--- src/rtl/seg_scan_display_pkg.sv ---
// Shared glyph codes and sizing helpers for the multiplexed 7-segment scan driver.
package seg_scan_display_pkg;

   // Blank glyph; also the reset content of both frame buffers.
   localparam logic [7:0] SEG_EMP = 8'h00;

   typedef enum logic {
      BANK_TUBE1,
      BANK_TUBE2
   } bank_e;

   function automatic int unsigned idx_width(input int unsigned n);
      return (n > 1) ? $clog2(n) : 1;
   endfunction

   // Segment pattern (gfedcba, active-high) for a hex nibble.
   function automatic logic [7:0] seg_hex(input logic [3:0] v);
      logic [7:0] g;
      case (v)
         4'h0:    g = 8'h3F;
         4'h1:    g = 8'h06;
         4'h2:    g = 8'h5B;
         4'h3:    g = 8'h4F;
         4'h4:    g = 8'h66;
         4'h5:    g = 8'h6D;
         4'h6:    g = 8'h7D;
         4'h7:    g = 8'h07;
         4'h8:    g = 8'h7F;
         4'h9:    g = 8'h6F;
         4'hA:    g = 8'h77;
         4'hB:    g = 8'h7C;
         4'hC:    g = 8'h39;
         4'hD:    g = 8'h5E;
         4'hE:    g = 8'h79;
         default: g = 8'h71;
      endcase
      return g;
   endfunction

endpackage

--- src/rtl/seg_scan_display_tick_gen.sv ---
// Modulo-MOD counter advancing on en; pulse marks the enabled cycle that completes a period.
module display_tick_gen
   import seg_scan_display_pkg::*;
#(
   parameter int unsigned MOD = 10
) (
   input  logic clk,
   input  logic rst_n,
   input  logic clr,
   input  logic en,
   output logic pulse
);

   localparam int unsigned   CW   = idx_width(MOD);
   localparam logic [CW-1:0] LAST = CW'(MOD - 1);

   logic [CW-1:0] cnt;

   always_ff @(posedge clk) begin
      if (!rst_n || clr) begin
         cnt <= '0;
      end else if (en) begin
         cnt <= (cnt == LAST) ? '0 : cnt + CW'(1);
      end
   end

   assign pulse = en && (cnt == LAST);

endmodule

--- src/rtl/seg_scan_display.sv ---
// Double-buffered multiplexed 7-segment driver with tick-based scanning,
// per-digit blinking and circular scrolling of frames longer than the display.
module seg_scan_display
   import seg_scan_display_pkg::*;
#(
   parameter int unsigned CLK_HZ        = 100000000,
   parameter int unsigned DIGIT_TICK_HZ = 500,
   parameter int unsigned NUM_DIGITS    = 8,
   parameter int unsigned BANK_SIZE     = 4,
   parameter int unsigned MSG_LEN       = 16,
   parameter int unsigned BLINK_HZ      = 2,
   parameter int unsigned SCROLL_HZ     = 4
) (
   input  logic                    clk,
   input  logic                    rst_n,
   input  logic [MSG_LEN*8-1:0]    frame_in,
   input  logic                    frame_valid,
   output logic                    frame_ready,
   input  logic [NUM_DIGITS-1:0]   blink_mask,
   input  logic                    scroll_en,
   output logic [NUM_DIGITS-1:0]   seg_en,
   output logic [7:0]              tube1,
   output logic [7:0]              tube2
);

   localparam int unsigned DIV   = CLK_HZ / DIGIT_TICK_HZ;
   localparam int unsigned BH    = DIGIT_TICK_HZ / (2 * BLINK_HZ);
   localparam int unsigned SP    = DIGIT_TICK_HZ / SCROLL_HZ;
   localparam int unsigned IDX_W = idx_width(NUM_DIGITS);
   localparam int unsigned OFF_W = idx_width(MSG_LEN);
   localparam int unsigned SUM_W = OFF_W + 1;

   localparam logic [IDX_W-1:0]      LAST_IDX = IDX_W'(NUM_DIGITS - 1);
   localparam logic [OFF_W-1:0]      LAST_OFF = OFF_W'(MSG_LEN - 1);
   localparam logic [NUM_DIGITS-1:0] DIGIT0   = {{(NUM_DIGITS-1){1'b0}}, 1'b1};

   logic             tick;
   logic             blink_pulse;
   logic             scroll_pulse;
   logic             wrap;
   logic             accept;

   logic [IDX_W-1:0] idx;
   logic [OFF_W-1:0] offset;
   logic             pending;
   logic             scroll_req;
   logic             phase;
   logic [7:0]       active [MSG_LEN];
   logic [7:0]       shadow [MSG_LEN];

   logic [SUM_W-1:0] sum;
   logic [OFF_W-1:0] ptr;
   logic [7:0]       glyph;
   bank_e            bank;

   display_tick_gen #(.MOD(DIV)) u_prescale (
      .clk   (clk),
      .rst_n (rst_n),
      .clr   (1'b0),
      .en    (1'b1),
      .pulse (tick)
   );

   display_tick_gen #(.MOD(BH)) u_blink (
      .clk   (clk),
      .rst_n (rst_n),
      .clr   (1'b0),
      .en    (tick),
      .pulse (blink_pulse)
   );

   display_tick_gen #(.MOD(SP)) u_scroll (
      .clk   (clk),
      .rst_n (rst_n),
      .clr   (!scroll_en),
      .en    (tick && scroll_en),
      .pulse (scroll_pulse)
   );

   assign frame_ready = !pending;
   assign accept      = frame_valid && !pending;
   assign wrap        = tick && (idx == LAST_IDX);

   always_comb begin
      sum = SUM_W'(offset) + SUM_W'(idx);
      if (32'(sum) >= MSG_LEN) begin
         sum = sum - SUM_W'(MSG_LEN);
      end
      ptr   = sum[OFF_W-1:0];
      glyph = active[ptr];
      if (blink_mask[idx] && !phase) begin
         glyph = SEG_EMP;
      end
      bank = (32'(idx) < BANK_SIZE) ? BANK_TUBE1 : BANK_TUBE2;
   end

   always_ff @(posedge clk) begin
      if (!rst_n) begin
         idx   <= '0;
         phase <= 1'b1;
      end else begin
         if (tick) begin
            idx <= (idx == LAST_IDX) ? '0 : idx + IDX_W'(1);
         end
         if (blink_pulse) begin
            phase <= ~phase;
         end
      end
   end

   // Promotion outranks scrolling at a wrap; a request raised on the wrap's own
   // tick survives because the later assignment wins.
   always_ff @(posedge clk) begin
      if (!rst_n) begin
         offset     <= '0;
         pending    <= 1'b0;
         scroll_req <= 1'b0;
         for (int unsigned i = 0; i < MSG_LEN; i++) begin
            active[i] <= SEG_EMP;
            shadow[i] <= SEG_EMP;
         end
      end else begin
         if (accept) begin
            pending <= 1'b1;
            for (int unsigned i = 0; i < MSG_LEN; i++) begin
               shadow[i] <= frame_in[8*i +: 8];
            end
         end
         if (wrap) begin
            if (pending) begin
               active     <= shadow;
               pending    <= 1'b0;
               offset     <= '0;
               scroll_req <= 1'b0;
            end else if (!scroll_en) begin
               offset <= '0;
            end else if (scroll_req) begin
               offset     <= (offset == LAST_OFF) ? '0 : offset + OFF_W'(1);
               scroll_req <= 1'b0;
            end
         end
         if (!scroll_en) begin
            scroll_req <= 1'b0;
         end else if (scroll_pulse) begin
            scroll_req <= 1'b1;
         end
      end
   end

   always_ff @(posedge clk) begin
      if (!rst_n) begin
         seg_en <= DIGIT0;
         tube1  <= SEG_EMP;
         tube2  <= SEG_EMP;
      end else begin
         seg_en <= DIGIT0 << idx;
         if (bank == BANK_TUBE1) begin
            tube1 <= glyph;
            tube2 <= SEG_EMP;
         end else begin
            tube1 <= SEG_EMP;
            tube2 <= glyph;
         end
      end
   end

endmodule

--- config.mk ---
export PLATFORM = sky130hd
export DESIGN_NAME = seg_scan_display
export DESIGN_NICKNAME = d
export VERILOG_FILES = /design/src/rtl/seg_scan_display_pkg.sv /design/src/rtl/seg_scan_display_tick_gen.sv /design/src/rtl/seg_scan_display.sv
export SDC_FILE = /design/constraint.sdc
export NUM_CORES = 1
export LEC_CHECK = 0
export ABC_AREA = 1
export CAP_MARGIN = 10
export CORE_ASPECT_RATIO = 1.1
export CORE_MARGIN = 8
export CORE_UTILIZATION = 40
export DETAILED_ROUTE_END_ITERATION = 12
export GPL_TIMING_DRIVEN = 0
export MAX_ROUTING_LAYER = met4
export PLACE_DENSITY_LB_ADDON = 0.05
export SYNTH_ARGS = -nofsm -noshare
export SYNTH_HDL_FRONTEND = slang
export SYNTH_SLANG_ARGS = --single-unit
--- constraint.sdc ---
create_clock -name clk -period 2 [get_ports clk]
set_input_delay 0.4 -clock clk [delete_from_list [all_inputs] [get_ports clk]]
set_output_delay 0.4 -clock clk [all_outputs]
set_load 0.01 [all_outputs]
==> results.tsv, run 1 <==
stage	metric	value	unit
status	status	finished, violations left	
status	violations	negative setup slack	
die	die_x	200	um
logic_synthesis	yosysTopAreaCell	dfxtp_1	
final_layout	nets	2632	
global_routing	grt_use_met1	25.8	%
pwr	leakage	0.00804	uW
sta	worst_pin_slew	1.14	ns
placement	io_buffers	163	
global_routing	grt_max_degree	14	
logic_synthesis	synth_edf_count	0	
detailed_routing	drcViolationCount	0	
detailed_routing	drt_iter0_markers	684	
sta	whs	0.453	ns
worst_setup_path	arrival	2.60	ns
sta	setup_ws	-0.143	ns
worst_setup_path	end_kind	flop	
logic_synthesis	synth_commonest_cells	560 x nand2_1, 404 x inv_1, 322 x dfxtp_1, 215 x nor2_1, 155 x a21oi_1	
global_routing	antenna_found_initial	0	
worst_setup_path	r2r.worst_path.cells	12	
sta	hold_viol_final	0	
global_routing	grt_pass1_wl	71800	um
logic_synthesis	ys_ff_latch	322	
die	dieArea	43700	um^2
sta	fin_skew	0.0156	ns
sta	min_period_over_period	107	%
logic_synthesis	ys_warn_count	0	
flow_run	cap_violations	0	
logic_synthesis	ys_top_cells_by_area	dfxtp_1 43%, nand2_1 14%, inv_1 10%	
sta	drv_slew	0	
detailed_routing	vias	13979	
logic_synthesis	synth_most_common_cell	nand2_1	
detailed_routing	via_per_inst	4.67	
worst_setup_path	crit_path_start_kind	flop	
final_layout	antennaDiodeCount	0	
sta	setup_viol	16	
detailed_routing	routed_wl	46500	um
placement	preCtsSetupSlack	-1.14	ns
worst_setup_path	path_max_fanout	7	
logic_synthesis	synth.distinct_cells	24	
die	start_util	40.3	%
worst_setup_path	path_class	flop to flop	
global_routing	grt_util_met3	2.46	%
sta	fin_crit	2.14	ns
logic_synthesis	synth_ff_type	dfxtp_1	
logic_synthesis	seq_area_frac_synth	43.3	%
die	coreArea	36900	um^2
global_routing	grtUsageMet2	36.8	%
placement	gp_congestion	0.884	
pwr	power	14700	uW
clocking	cts.path.max_buffers	3	
logic_synthesis	syn_area_per_cell	6.58	um^2
worst_hold_path	hp-class	flop to flop	
sta	fmax	0.467	GHz
detailed_routing	ant_nets	0	
pwr	powerDensity	772	nW/um^2
logic_synthesis	yosysTopAreaCellShare	43.3	%
die	dieHeight	218	um
global_routing	first_global_vias	13523	
pwr	vdd_ir_drop_max	611	uV
worst_hold_path	holdPathStages	2	
clocking	htree_levels	2	
detailed_routing	firstDrtPassIters	5	
clocking	postCtsHoldBufs	0	
clocking	cts_buffers	36	
final_layout	areaGrowthSynthToFinish	28.1	%
logic_synthesis	synthCells	2264	
logic_synthesis	synthesis.nets	2419	
die	pin_count	165	
global_routing	grt-busiest-layer	met2	
final_layout	drive_above_1_share	9.47	%
placement	dp_hpwl	34700	um
final_layout	fillers	3755	
logic_synthesis	async_flop_share	0	%
logic_synthesis	syn_area	14900	um^2
clocking	ctsRootBufferMaster	clkbuf_16	
clocking	path_clk_slew	0.06	ns
clocking	cts_tree	done	
clocking	cts_sinks	322	
sta	relSlewSlack	24.3	%
clocking	insertion_delay	0.53	ns
die	rows	74	
global_routing	grt.total_usage	21.4	%
global_routing	gr-total-overflow	0	
worst_setup_path	crit_required	2.46	ns
detailed_routing	wl_per_cell	15.5	um
sta	rsz0062_at_grt	yes	
## area by class of cell
class                           instances  area (um^2)  area share (%)
Multi-Input combinational cell       1361         6530            34.2
Sequential cell                       322         6460            33.9
Timing Repair Buffer                  177         1780            9.34
Inverter                              439         1660            8.68
Clock buffer                           51         1060            5.55
Buffer                                140          781            4.09
Tap cell                              494          618            3.24
Clock inverter                         12          193            1.01
## path summary, 6_finish.rpt
check | from | to | slack (ns)
worst max-delay path | offset[0] | tube1[3] | -0.14
worst min-delay path | shadow[32] | shadow[32] | 0.45
worst max register to register | offset[0] | tube1[3] | -0.14
worst min register to register | shadow[32] | shadow[32] | 0.45
## worst max-delay path, stage by stage (launching register included)
cell	delay [ns]
dfxtp_4	0.35
ha_4	0.16
fa_2	0.56
buf_12	0.16
inv_8	0.06
clkbuf_16	0.16
nand3_2	0.08
nand2_2	0.07
nand2_1	0.06
nand2_1	0.06
nand2_2	0.10
nand3_2	0.12
nor2_1	0.13
## metal layers
layer / wire [um] / up-vias
met2: 22400 / 268
li1: - / 7405
met5: 0 / -
met4: 1600 / 0
met3: 2120 / 84
met1: 20400 / 6222
## flip-flops by register name, summed over array words and instances, names as in the netlist, 4 cells and up
register / cells
active: 128
shadow: 128
u_prescale.cnt: 18
seg_en: 8
tube1: 8
tube2: 8
u_blink.cnt: 7
u_scroll.cnt: 7
offset: 4
## layout by cell type, fill, tap and decap left out, types with 62 or more instances in the layout
cell type        instances
o21ai_0                144
nor2_1                 209
nand2_1                541
clkdlybuf4s50_1        162
a21oi_1                154
clkbuf_1                62
inv_1                  402
dfxtp_1                318
nand3_1                 87
nand4_1                134
## report_power, final
| group | leakage [uW] | internal [uW] | total (uW) | switching (uW) |
|---|---|---|---|---|
| registers | 0.00263 | 6620 | 6670 | 52.3 |
| logic | 0.00479 | 446 | 1070 | 622 |
| clock network | 0.000620 | 4330 | 6980 | 2650 |
## timing repair
item	CTS	global route
buffers inserted	8	2
resized for setup	103	53
cloned	2	2
pin swaps	24	20
endpoints found under the setup margin	283	229
## logic make-up (layout without fill, tap and decap cells)
| logic type | Yosys count | in the layout | synth area share (%) |
|---|---|---|---|
| flip-flops | 322 | 322 | 43.3 |
| AND/OR/NAND/NOR | 1030 | 1030 | 29.4 |
| XOR/XNOR | 16 | 16 | 0.992 |
| AO/OA/AOI/OAI | 300 | 300 | 10.1 |
| adder cells (fa/ha/maj) | 15 | 15 | 1.31 |
| buffers and inverters | 581 | 819 | 14.9 |
## per-stage QoR
step | util [%] | area (um^2) | setup TNS (ns) | std cells
floorplan | - | 14900 | 0 | 2264
global placement | 46.4 | 17100 | -186.50 | 2921
CTS | 51.1 | 18900 | -1.93 | 2992
global route | 51.6 | 19100 | -2.80 | 2996
finish | 51.6 | 19100 | -1.79 | 2996
detailed placement | 46.4 | 17100 | -195.41 | 2921
Power figures use the tool's default switching activity.
==> inputs of run 2 (changes only) <==
- PLACE_DENSITY_LB_ADDON: 0.05 -> unset
==> run 2 against run 1 <==
Effect of this change:
- the flow still finishes with violations (negative setup slack)
- sequential share of layout area fell by 0.38 points
- clock power rose by 3.6%
- first-iteration DRC count rose by 27%
- utilization rose by 0.59 points
- power rose by 1.6%
- sequential power barely moved
- clock skew rose by 0.0031 ns
- clock-buffer cell count did not move
- die area did not move
- critical path type unchanged
- largest cell class unchanged
==> results.tsv, run 2 (synthesized netlist as in run 1, its figures left out) <==
stage	metric	value	unit	change
status	status	finished, violations left		
status	violations	negative setup slack		
global_routing	grt.total_usage	21.6	%	+0.19 points
placement	gp_congestion	0.922		+4.3%
die	dieArea	43700	um^2	unchanged
clocking	cts_tree	done		
placement	place_inst	2921		unchanged
worst_setup_path	crit_chain	ha_4 -> fa_2 -> buf_12 -> inv_12 -> clkbuf_16 -> nand3_2 -> nand2_1 -> nand2_1 -> nand2_1 -> nand2_2 -> nand3_2 -> nor2_2		
clocking	cts_sinks	322		unchanged
worst_setup_path	arrival	2.68	ns	+0.08 ns
detailed_routing	ant_nets	0		unchanged
worst_setup_path	r2r.worst_path.cells	12		unchanged
detailed_routing	routed_wl	47000	um	+1.2%
final_layout	drive_above_1_share	10.1	%	+0.61 points
die	dieHeight	218	um	unchanged
sta	rsz0062_at_grt	yes		
clocking	cts.path.max_buffers	3		unchanged
worst_setup_path	crit_required	2.46	ns	about the same
global_routing	grt_util_met3	3.40	%	+0.94 points
placement	preCtsSetupSlack	-1.15	ns	-0.0164 ns
sta	min_period_over_period	111	%	+3.7 points
flow_run	cap_violations	0		unchanged
pwr	powerDensity	776	nW/um^2	+0.49%
sta	fmax	0.451	GHz	-3.3%
sta	relSlewSlack	26.6	%	+2.3 points
detailed_routing	drcViolationCount	0		unchanged
die	die_x	200	um	unchanged
die	pin_count	165		unchanged
clocking	ctsRootBufferMaster	clkbuf_16		
final_layout	antennaDiodeCount	0		unchanged
final_layout	finalInstanceArea	19300	um^2	+1.1%
final_layout	areaGrowthSynthToFinish	29.6	%	
clocking	htree_levels	2		unchanged
clocking	cts_buffers	37		+2.8%
worst_setup_path	end_kind	flop		
clocking	insertion_delay	0.53	ns	about the same
pwr	leakage	0.00818	uW	+1.8%
global_routing	grt_use_met1	26.2	%	+0.38 points
sta	fin_crit	2.22	ns	+0.0731 ns
worst_setup_path	crit_path_start_kind	flop		
detailed_routing	firstDrtPassIters	5		unchanged
global_routing	gr-total-overflow	0		unchanged
placement	dp_hpwl	34100	um	-1.6%
worst_setup_path	crit_top_cell	nand2_1		
clocking	path_clk_slew	0.06	ns	about the same
global_routing	antenna_found_initial	0		unchanged
final_layout	final_cells	3003		+0.23%
worst_setup_path	path_class	flop to flop		
die	start_util	40.3	%	unchanged
detailed_routing	vias	14371		+2.8%
placement	io_buffers	163		unchanged
die	rows	74		unchanged
final_layout	final_common_cell	nand2_1		
detailed_routing	drt_iter0_markers	872		+27%
worst_hold_path	holdPathStages	1		-1
sta	fin_skew	0.0187	ns	+0.00306 ns
final_layout	final_cell_mix	536 x nand2_1, 402 x inv_1, 317 x dfxtp_1		
placement	placed_area	17100	um^2	unchanged
sta	drv_slew	0		unchanged
sta	setup_ws	-0.216	ns	-0.0731 ns
global_routing	grt-busiest-layer	met2		
global_routing	grtUsageMet2	36.9	%	+0.14 points
final_layout	nets	2639		+0.27%
worst_setup_path	slowest_stage	fa_2		
sta	hold_viol_final	0		unchanged
pwr	vdd_ir_drop_max	444	uV	-27%
worst_setup_path	path_max_fanout	8		+1
final_layout	top_regs	active (128), shadow (128), u_prescale.cnt (18)		
sta	tns	-2.98	ns	-1.19 ns
global_routing	grt_pass1_wl	73100	um	+1.8%
clocking	postCtsHoldBufs	0		unchanged
detailed_routing	via_per_inst	4.79		+2.6%
worst_setup_path	slowest_delay	0.60	ns	+0.04 ns
detailed_routing	wl_per_cell	15.7	um	+0.92%
global_routing	first_global_vias	13985		+3.4%
sta	setup_viol	16		unchanged
worst_hold_path	hp-class	flop to flop		
pwr	power	15000	uW	+1.6%
die	coreArea	36900	um^2	unchanged
global_routing	grt_max_degree	14		unchanged
sta	worst_pin_slew	1.10	ns	-0.0347 ns
==> run 2: cell count changes in the layout (fill, tap and decap cells not counted), moves of 3 or more <==
| cell | previous run | this run |
|---|---|---|
| buf_4 | 14 | 18 |
| clkbuf_1 | 62 | 66 |
| clkbuf_16 | 42 | 48 |
| clkbuf_2 | 25 | 18 |
| nand2_1 | 541 | 536 |
| nand2_2 | 19 | 23 |
| nand3_1 | 87 | 79 |
| nand3_2 | 17 | 28 |
| nand3_4 | 9 | 6 |
| nor2_2 | 6 | 2 |
| nor2_4 | 1 | 4 |
==> run 2: final timing paths <==
kind,startpoint,slack (ns),end
max,idx[0],-0.22,tube1[5]
min,u_prescale.cnt[0],0.44,u_prescale.cnt[0]
max reg2reg,idx[0],-0.22,tube1[5]
min reg2reg,u_prescale.cnt[0],0.44,u_prescale.cnt[0]
==> run 2: layout make-up <==
cell class,instances,area (um^2)
clock inverters,13,205
plain buffers,139,782
inverters,439,1660
well taps,494,618
multi-input cells,1361,6550
clock buffers,51,1100
fillers,3638,17700
repair buffers,184,1910
flip-flops and latches,322,6460
==> run 2: layer usage <==
| layer | vias to the layer above | routed length, um |
|---|---|---|
| li1 | 7437 | - |
| met1 | 6510 | 20400 |
| met2 | 359 | 22700 |
| met3 | 65 | 2720 |
| met4 | 0 | 1120 |
| met5 | - | 0 |
==> run 2: critical path: cells and delay by family (launching register included) <==
| kind | cells | cell delay (ns) |
|---|---|---|
| buffers and inverters | 3 | 0.39 |
| DFF | 1 | 0.35 |
| adders and majority gates | 2 | 0.76 |
| and+or+nand+nor | 7 | 0.64 |
==> run 2: through the flow <==
| step | utilization (%) | hold slack (ns) |
|---|---|---|
| 5_1_grt | 52.2 | 0.453 |
| 2_1_floorplan | - | 0.430 |
| 4_1_cts | 51.6 | 0.454 |
| 3_5_place_dp | 46.4 | 0.444 |
| 3_3_place_gp | 46.4 | 0.440 |
| 6_report | 52.2 | 0.444 |
==> run 2: power by group <==
group / internal [uW] / leakage, uW / switching (uW)
clock network: 4500 / 0.000640 / 2730
logic: 441 / 0.00492 / 624
registers: 6620 / 0.00263 / 52.0
total: 11600 / 0.00818 / 3410
==> run 2: repair_timing <==
item,CTS,global route
resized for setup,120,49
gates cloned,6,2
pin swaps,24,19
setup buffers,11,3
setup endpoints to repair,280,148
==> inputs of run 3 (changes only) <==
- MAX_ROUTING_LAYER: met4 -> unset
- SLEW_MARGIN: unset -> 20
==> run 3 against run 2 <==
Effect of this change:
- the flow still finishes with violations (negative setup slack)
- non-clock buffer count down 10
- hold slack gained 0.010 ns
- first-iteration DRC count is 6.0% lower
- register-to-register slack improved by 0.07 ns
- via count down 0.73%
- die area unchanged
- setup slack gained 0.068 ns
- sequential power barely moved
==> results.tsv, run 3 (synthesized netlist as in run 1, its figures left out) <==
stage	metric	value	unit	change
sta	rsz0062_at_grt	yes		
detailed_routing	wl_per_cell	15.5	um	-0.78%
worst_setup_path	r2r.worst_path.cells	12		unchanged
clocking	cts.path.max_buffers	3		unchanged
global_routing	grt_max_degree	14		unchanged
sta	hold_viol_final	0		unchanged
worst_setup_path	slowest_delay	0.55	ns	-0.05 ns
worst_setup_path	crit_top_cell	nand2_1		
sta	fmax	0.466	GHz	+3.2%
global_routing	gr-total-overflow	0		unchanged
final_layout	drive_above_1_share	9.22	%	-0.86 points
global_routing	grt.total_usage	20.9	%	-0.71 points
detailed_routing	routed_wl	46400	um	-1.3%
detailed_routing	ant_nets	0		unchanged
final_layout	final_cell_mix	545 x nand2_1, 402 x inv_1, 317 x dfxtp_1		
clocking	path_clk_slew	0.06	ns	about the same
pwr	power.share.clock	46.1	%	-2.2 points
worst_setup_path	slowest_stage	fa_2		
worst_setup_path	end_kind	flop		
status	violations	negative setup slack		
worst_setup_path	path_class	flop to flop		
pwr	p_int	11100	uW	-4.2%
final_layout	nets	2628		-0.42%
die	pin_count	165		unchanged
detailed_routing	firstDrtPassIters	5		unchanged
worst_setup_path	r2r_start	idx[0]		
global_routing	grt_pass1_wl	73000	um	-0.21%
worst_setup_path	path_max_fanout	7		-1
detailed_routing	drcViolationCount	0		unchanged
clocking	cts_tree	done		
pwr	power	14400	uW	-4.0%
clocking	htree_levels	2		unchanged
worst_setup_path	cp.buffers_inverters	3		unchanged
sta	drv_slew	0		unchanged
worst_setup_path	crit_chain	ha_4 -> fa_2 -> buf_12 -> inv_8 -> clkbuf_16 -> nand3_1 -> nand2_1 -> nand2_1 -> nand2_1 -> nand2_2 -> nand3_4 -> nor2_4		
die	coreArea	36900	um^2	unchanged
sta	tns	-1.64	ns	+1.33 ns
die	start_util	40.3	%	unchanged
sta	relSlewSlack	27.7	%	+1.1 points
worst_setup_path	crit_path_start_kind	flop		
placement	placed_area	17100	um^2	unchanged
worst_hold_path	hp-class	flop to flop		
flow_run	cap_violations	0		unchanged
clocking	insertion_delay	0.52	ns	about the same
pwr	swShare	22.9	%	+0.15 points
clocking	cts_buffers	36		-2.7%
worst_setup_path	cp-endpoint	tube2[2]		
clocking	cts_sinks	322		unchanged
worst_setup_path	r2r_end	tube2[2]		
pwr	seq_power_share	46.4	%	+1.8 points
die	rows	74		unchanged
worst_setup_path	arrival	2.59	ns	-0.09 ns
final_layout	finalInstanceArea	18900	um^2	-1.8%
die	dieHeight	218	um	unchanged
final_layout	top_regs	active (128), shadow (128), u_prescale.cnt (18)		
sta	whs	0.454	ns	+0.0105 ns
die	die_x	200	um	unchanged
worst_setup_path	cp_num_cells	12		unchanged
pwr	p_sw	3290	uW	-3.4%
clocking	ctsRootBufferMaster	clkbuf_16		
sta	min_period_over_period	107	%	-3.4 points
placement	gp_congestion	0.904		-2.0%
pwr	combPwrFrac	7.4	%	+0.3 points
final_layout	areaGrowthSynthToFinish	27.2	%	
sta	setup_viol	16		unchanged
detailed_routing	vias	14266		-0.73%
status	status	finished, violations left		
global_routing	antenna_found_initial	0		unchanged
sta	fin_crit	2.15	ns	-0.0685 ns
pwr	vdd_ir_drop_max	462	uV	+4.1%
detailed_routing	via_per_inst	4.77		-0.23%
detailed_routing	drt_iter0_markers	820		-6.0%
final_layout	antennaDiodeCount	0		unchanged
worst_setup_path	path_delay_family	adder cells		
worst_setup_path	crit_required	2.44	ns	-0.02 ns
sta	worst_pin_slew	1.09	ns	-0.0158 ns
final_layout	final_common_cell	nand2_1		
pwr	powerDensity	759	nW/um^2	-2.2%
worst_setup_path	crit_path_start	idx[0]		
die	dieArea	43700	um^2	unchanged
global_routing	first_global_vias	14112		+0.91%
placement	dp_hpwl	34300	um	+0.48%
sta	setup_ws	-0.147	ns	+0.0685 ns
worst_setup_path	r2r_slack	-0.15	ns	+0.07 ns
placement	io_buffers	163		unchanged
sta	fin_skew	0.0157	ns	-0.00295 ns
pwr	leakage	0.00800	uW	-2.2%
## run 3: changes by cell type in the layout (fill, tap and decap cells not counted), moves of 3 or more
cell / change
clkbuf_2: +4
clkbuf_1: -5
nand2_1: +9
nand2_2: -8
nand3_1: +5
nand3_2: -7
clkbuf_16: -7
nor2_2: +3
## run 3: layer usage
| metal | vias to the layer above | share of wire, % | track usage (%) |
|---|---|---|---|
| met3 | 82 | 5.0 | 2.88 |
| li1 | 7400 | - | - |
| met1 | 6456 | 44 | 26.0 |
| met4 | 0 | 2.7 | 7.09 |
| met2 | 328 | 49 | 36.6 |
| met5 | - | 0 | 0 |
## run 3: area by class of cell
cell class	instances	area, um^2
buffer	137	749
clock buffer	51	1050
clock inverter	8	118
fill	3675	18000
inverter	439	1660
multi-input combinational	1361	6540
sequential	322	6460
tap	494	618
timing repair buffer	176	1760
## run 3: power by group through the flow
| stage | clock, uW | sequential, uW | combinational, uW |
|---|---|---|---|
| after global routing | 6990 | 6690 | 1190 |
| after global placement | 0 | 6810 | 1040 |
| after CTS | 6750 | 6670 | 1070 |
| after detailed placement | 0 | 6810 | 1060 |
| after floorplan | 0 | 6800 | 533 |
| final | 6630 | 6670 | 1060 |
## run 3: metrics by stage
stage	cells	setup WS [ns]	utilization (%)
after global placement	2921	-1.04	46.4
final	2988	-0.147	51.3
after global routing	2988	-0.191	51.3
after floorplan	2264	0.0148	-
after CTS	2988	-0.208	50.6
after detailed placement	2921	-1.11	46.4
## run 3: worst register-to-register path, stage by stage (launching register included)
cell and delay, ns:
dfxtp_4 0.35, ha_4 0.16, fa_2 0.55, buf_12 0.14
inv_8 0.06, clkbuf_16 0.16, nand3_1 0.09, nand2_1 0.08
nand2_1 0.07, nand2_1 0.06, nand2_2 0.09, nand3_4 0.11
nor2_4 0.15
## run 3: what timing repair did
action	CTS	global route
gates resized for setup	82	81
gates cloned	2	0
setup buffers	9	2
hold buffers	0	0
pin swaps	6	19
endpoints found under the setup margin	280	181
## run 3: worst min path at each step
stage / start / to / cells after the start
after floorplan: shadow[0] / shadow[0] / 2
after CTS: shadow[90] / shadow[90] / 2
after global routing: shadow[90] / shadow[90] / 2
after global placement: shadow[62] / shadow[62] / 2
after detailed placement: shadow[90] / shadow[90] / 2
final: shadow[26] / shadow[26] / 2
==> variant 1, RTL diff (config.mk and constraints of run 3) <==
The parameter `BLINK_HZ` goes from 2 to 1.
--- a/src/rtl/seg_scan_display.sv
+++ b/src/rtl/seg_scan_display.sv
@@ -8,7 +8,7 @@
    parameter int unsigned NUM_DIGITS    = 8,
    parameter int unsigned BANK_SIZE     = 4,
    parameter int unsigned MSG_LEN       = 16,
-   parameter int unsigned BLINK_HZ      = 2,
+   parameter int unsigned BLINK_HZ      = 1,
    parameter int unsigned SCROLL_HZ     = 4
 ) (
    input  logic                    clk,
Check against the original RTL: same outputs for any inputs over 10 cycles, from zero or initial values and one cycle with rst_n low; that may be too few to reach the edited logic, so the function may still have changed.
==> variant 1 against run 3 <==
  * The flow still finishes with violations (setup timing)
  * Area after synthesis increased by 1.2%
  * Sequential share of layout area decreased by 0.90 points
  * Highest routed layer unchanged
  * Clock skew increased by 0.0065 ns
  * Largest power group unchanged
  * Setup slack improved by 0.0082 ns
  * Hold slack got worse by 0.15 ns
  * Cell count increased by 1.6%
  * Sequential cell count increased by 1
  * Design area increased by 3.0%
  * Total power decreased by 0.73%
  * Count of clock-buffer cells in the layout increased by 3
  * Critical path depth unchanged
  * Wire length decreased by 0.23%
==> variant 1: results (changes against run 3) <==
stage,metric,value,unit,change
layout,drive_gt1_share,9.16,%,-0.060 points
global_route,grt_usage,20.6,%,-0.32 points
power,clock_power,0.00648,W,-2%
route,drt_iter0_drc,803,,-2.1%
logic_synthesis,ys_types,28,,+17%
timing,worst_pin_slew,0.682,ns,-0.403 ns
power,ir_drop,0.524,mV,+13%
logic_synthesis,synth_commonest_cells,"nand2_1 (571), inv_1 (447), dfxtp_1 (323), nor2_1 (211), a21oi_1 (156)",,
global_route,grt_max_degree,20,,+6
layout,buffer_area_share,14.9,%,+1.7 points
power,powerSeq,0.00669,W,about the same
placed_design,place_ws,-0.915,ns,+0.198 ns
global_route,grt_util_met2,34.5,%,-2.1 points
critical_path,rr_endpoint,tube1[4]$_SDFF_PN0_,,
layout,multi_input_cells,1378,,+1.2%
worst_hold_path,min_to,u_scroll.cnt[0]$_SDFFE_PN0P_,,
layout,buffers,330,,+5.4%
power,p_sw_share,23.2,%,+0.29 points
layout,seq_cell_count,323,,+0.31%
worst_hold_path,min_path_cells,3,,+1
critical_path,cp.arrival,2.60,ns,about the same
worst_hold_path,hold_path_class,in2reg,,
global_route,first_global_vias,14200,,+0.47%
layout,sh_seq_area,33.2,%,-0.90 points
logic_synthesis,synth_area_leaders,"dfxtp_1 (43%), nand2_1 (14%), inv_1 (11%)",,
worst_hold_path,min_from,scroll_en,,
outcome,violations,setup timing,,
timing,setup_viol,18,,+2
outcome,status,"finished, violations left",,
timing,postLayoutSetupSlackWorst,-0.139,ns,+0.00823 ns
power,leakage,8.24,nW,+3.0%
global_route,grtUsageMet3,2.91,%,+0.031 points
variant 1: timing repair:
item,in CTS,in global routing
endpoints found under the setup margin,280,219
cloned,5,2
buffers inserted,12,8
pin swaps,26,16
resized for setup,129,98
variant 1: worst max-delay path by stage:
stage | to | slack, ns | depth (start not counted)
final | tube1[4]$_SDFF_PN0_ | -0.14 | 12
after floorplan | tube2[6]$_SDFF_PN0_ | 0.01 | 9
after global routing | tube1[4]$_SDFF_PN0_ | -0.24 | 12
after global placement | shadow[66]$_SDFFE_PN0P_ | -1.11 | 8
after CTS | tube1[2]$_SDFF_PN0_ | -0.17 | 12
after detailed placement | shadow[65]$_SDFFE_PN0P_ | -0.92 | 7
variant 1: metrics by stage:
step	utilization [%]	cell area [um2]	instances
3_3_place_gp	46.7	17300	2951
2_1_floorplan	-	15100	2294
3_5_place_dp	46.7	17300	2951
6_report	52.6	19500	3037
5_1_grt	52.6	19500	3037
4_1_cts	51.7	19200	3028
variant 1: per-layer routing:
metal	wire, um	up-vias
met5	0	-
met4	1370	0
met3	2000	79
met2	21200	306
met1	21700	6546
li1	-	7539
variant 1: worst max-delay path, delay by kind of cell (launching register included):
family / cells / cell delay (ns)
AND/OR/NAND/NOR: 7 / 0.61
adder cells (fa/ha/maj): 2 / 0.71
buffers and inverters: 3 / 0.38
flip-flops: 1 / 0.35
variant 1: cell families (layout without fill, tap and decap cells):
group                      after synthesis  in the layout  share of synthesized area, %
buffers and inverters                  593            842                          15.5
DFF                                    323            323                          42.9
adders and majority gates               15             15                          1.30
xor gates and xnor gates                 8              8                         0.465
AOI/OAI and AO/OA                      308            308                          10.3
and+or+nand+nor                       1047           1047                          29.5
==> variant 2, RTL diff (config.mk and constraints of run 3) <==
Made on the original files. Remove the register `seg_en`: a continuous assignment takes its place, so the output `seg_en` follows one clock earlier.
--- a/src/rtl/seg_scan_display.sv
+++ b/src/rtl/seg_scan_display.sv
@@ -149,11 +149,9 @@
 
    always_ff @(posedge clk) begin
       if (!rst_n) begin
-         seg_en <= DIGIT0;
          tube1  <= SEG_EMP;
          tube2  <= SEG_EMP;
       end else begin
-         seg_en <= DIGIT0 << idx;
          if (bank == BANK_TUBE1) begin
             tube1 <= glyph;
             tube2 <= SEG_EMP;
@@ -164,5 +162,7 @@
       end
    end
 
+   assign seg_en = DIGIT0 << idx;
+
 endmodule
 
Formal check against the unedited RTL: same outputs for any inputs over 10 cycles, from zero or initial values and one cycle with rst_n low; that may be too few to reach the edited logic, so the function may still have changed.
==> variant 2 against run 3 <==
  * The run still ends with setup timing left
  * Setup slack lost 0.084 ns
  * Sequential cell count shrank 8
  * Combinational power shrank 16%
  * Cell count shrank 6.0%
  * Total power shrank 5.4%
  * Area after synthesis shrank 6.1%
  * Sequential power shrank 1%
  * Design area shrank 4.2%
  * First-iteration DRC count grew 8.2%
  * Wire length shrank 7.2%
  * Sequential share of layout area grew 0.66 points
  * Die area shrank 5.7%
  * Critical path type unchanged
==> variant 2: results (changes against run 3) <==
stage,metric,value,unit,change
placed_design,gp_congestion,0.885,,-2.1%
global_route,first_global_vias,13200,,-6.4%
outcome,violations,setup timing,,
timing,postLayoutSetupSlackWorst,-0.231,ns,-0.0837 ns
worst_hold_path,min_to,shadow[52]$_SDFFE_PN0P_,,
route,wl_met1,19300,um,-4.7%
layout,multi_input_cells,1494,,+9.8%
layout,nets,2498,,-4.9%
layout,clock_tree_area_fraction,5.96,%,-0.20 points
layout,fillers,3471,,-5.6%
power,leakage,8.10,nW,+1.2%
logic_synthesis,synth_nets,2277,,-5.9%
floorplanning,die_w,194,um,-2.9%
worst_hold_path,min_from,frame_in[76],,
global_route,grt_util_met2,34.1,%,-2.4 points
logic_synthesis,yosys_register_bits,314,,-2.5%
logic_synthesis,seq_area_frac_synth,45.0,%,+1.7 points
worst_hold_path,hold_path_class,in2reg,,
layout,multi_input_area,0.00696,mm2,+6.5%
layout,sh_seq_area,34.8,%,+0.66 points
timing,setup_viol,20,,+4
placed_design,place_ws,-0.754,ns,+0.360 ns
route,wl_met2,19900,um,-12%
outcome,status,"finished, violations left",,
layout,area_growth,29.8,%,
route,route.met3.wl,2310,um,-0.65%
global_route,met1_usage,25.1,%,-0.90 points
power,power_density,749,mW/mm2,-1.2%
layout,inv_count,188,,-57%
route,via_count,13500,,-5.2%
placed_design,placed_cells,2728,,-6.6%
layout,buffers,309,,-1.3%
layout,clock_buffers,53,,+3.9%
timing,worst_slew_margin_rel,36.2,%,+8.6 points
global_route,grt_pass1_wl,67700,um,-7.3%
logic_synthesis,ys_types,28,,+17%
[variant 2: how the worst max path moves through the flow]
stage	startpoint	end	slack, ns	cells after the start
2_1_floorplan	idx[0]$_SDFFE_PN0N_	tube2[5]$_SDFF_PP0_	0.02	12
3_3_place_gp	frame_valid	shadow[1]$_SDFFE_PN0P_	-0.76	8
3_5_place_dp	idx[0]$_SDFFE_PN0N_	tube2[3]$_SDFF_PP0_	-0.75	12
4_1_cts	idx[0]$_SDFFE_PN0N_	tube1[7]$_SDFF_PN0_	-0.25	11
5_1_grt	idx[1]$_SDFFE_PN0N_	tube1[7]$_SDFF_PN0_	-0.30	11
6_report	idx[1]$_SDFFE_PN0N_	tube2[0]$_SDFF_PP0_	-0.23	11
[variant 2: timing repair]
item                       4_1_cts  5_1_grt
gates cloned                     0        3
setup buffers                   14        7
pin swaps                       10       29
resized for setup              129      107
setup endpoints to repair      254      167
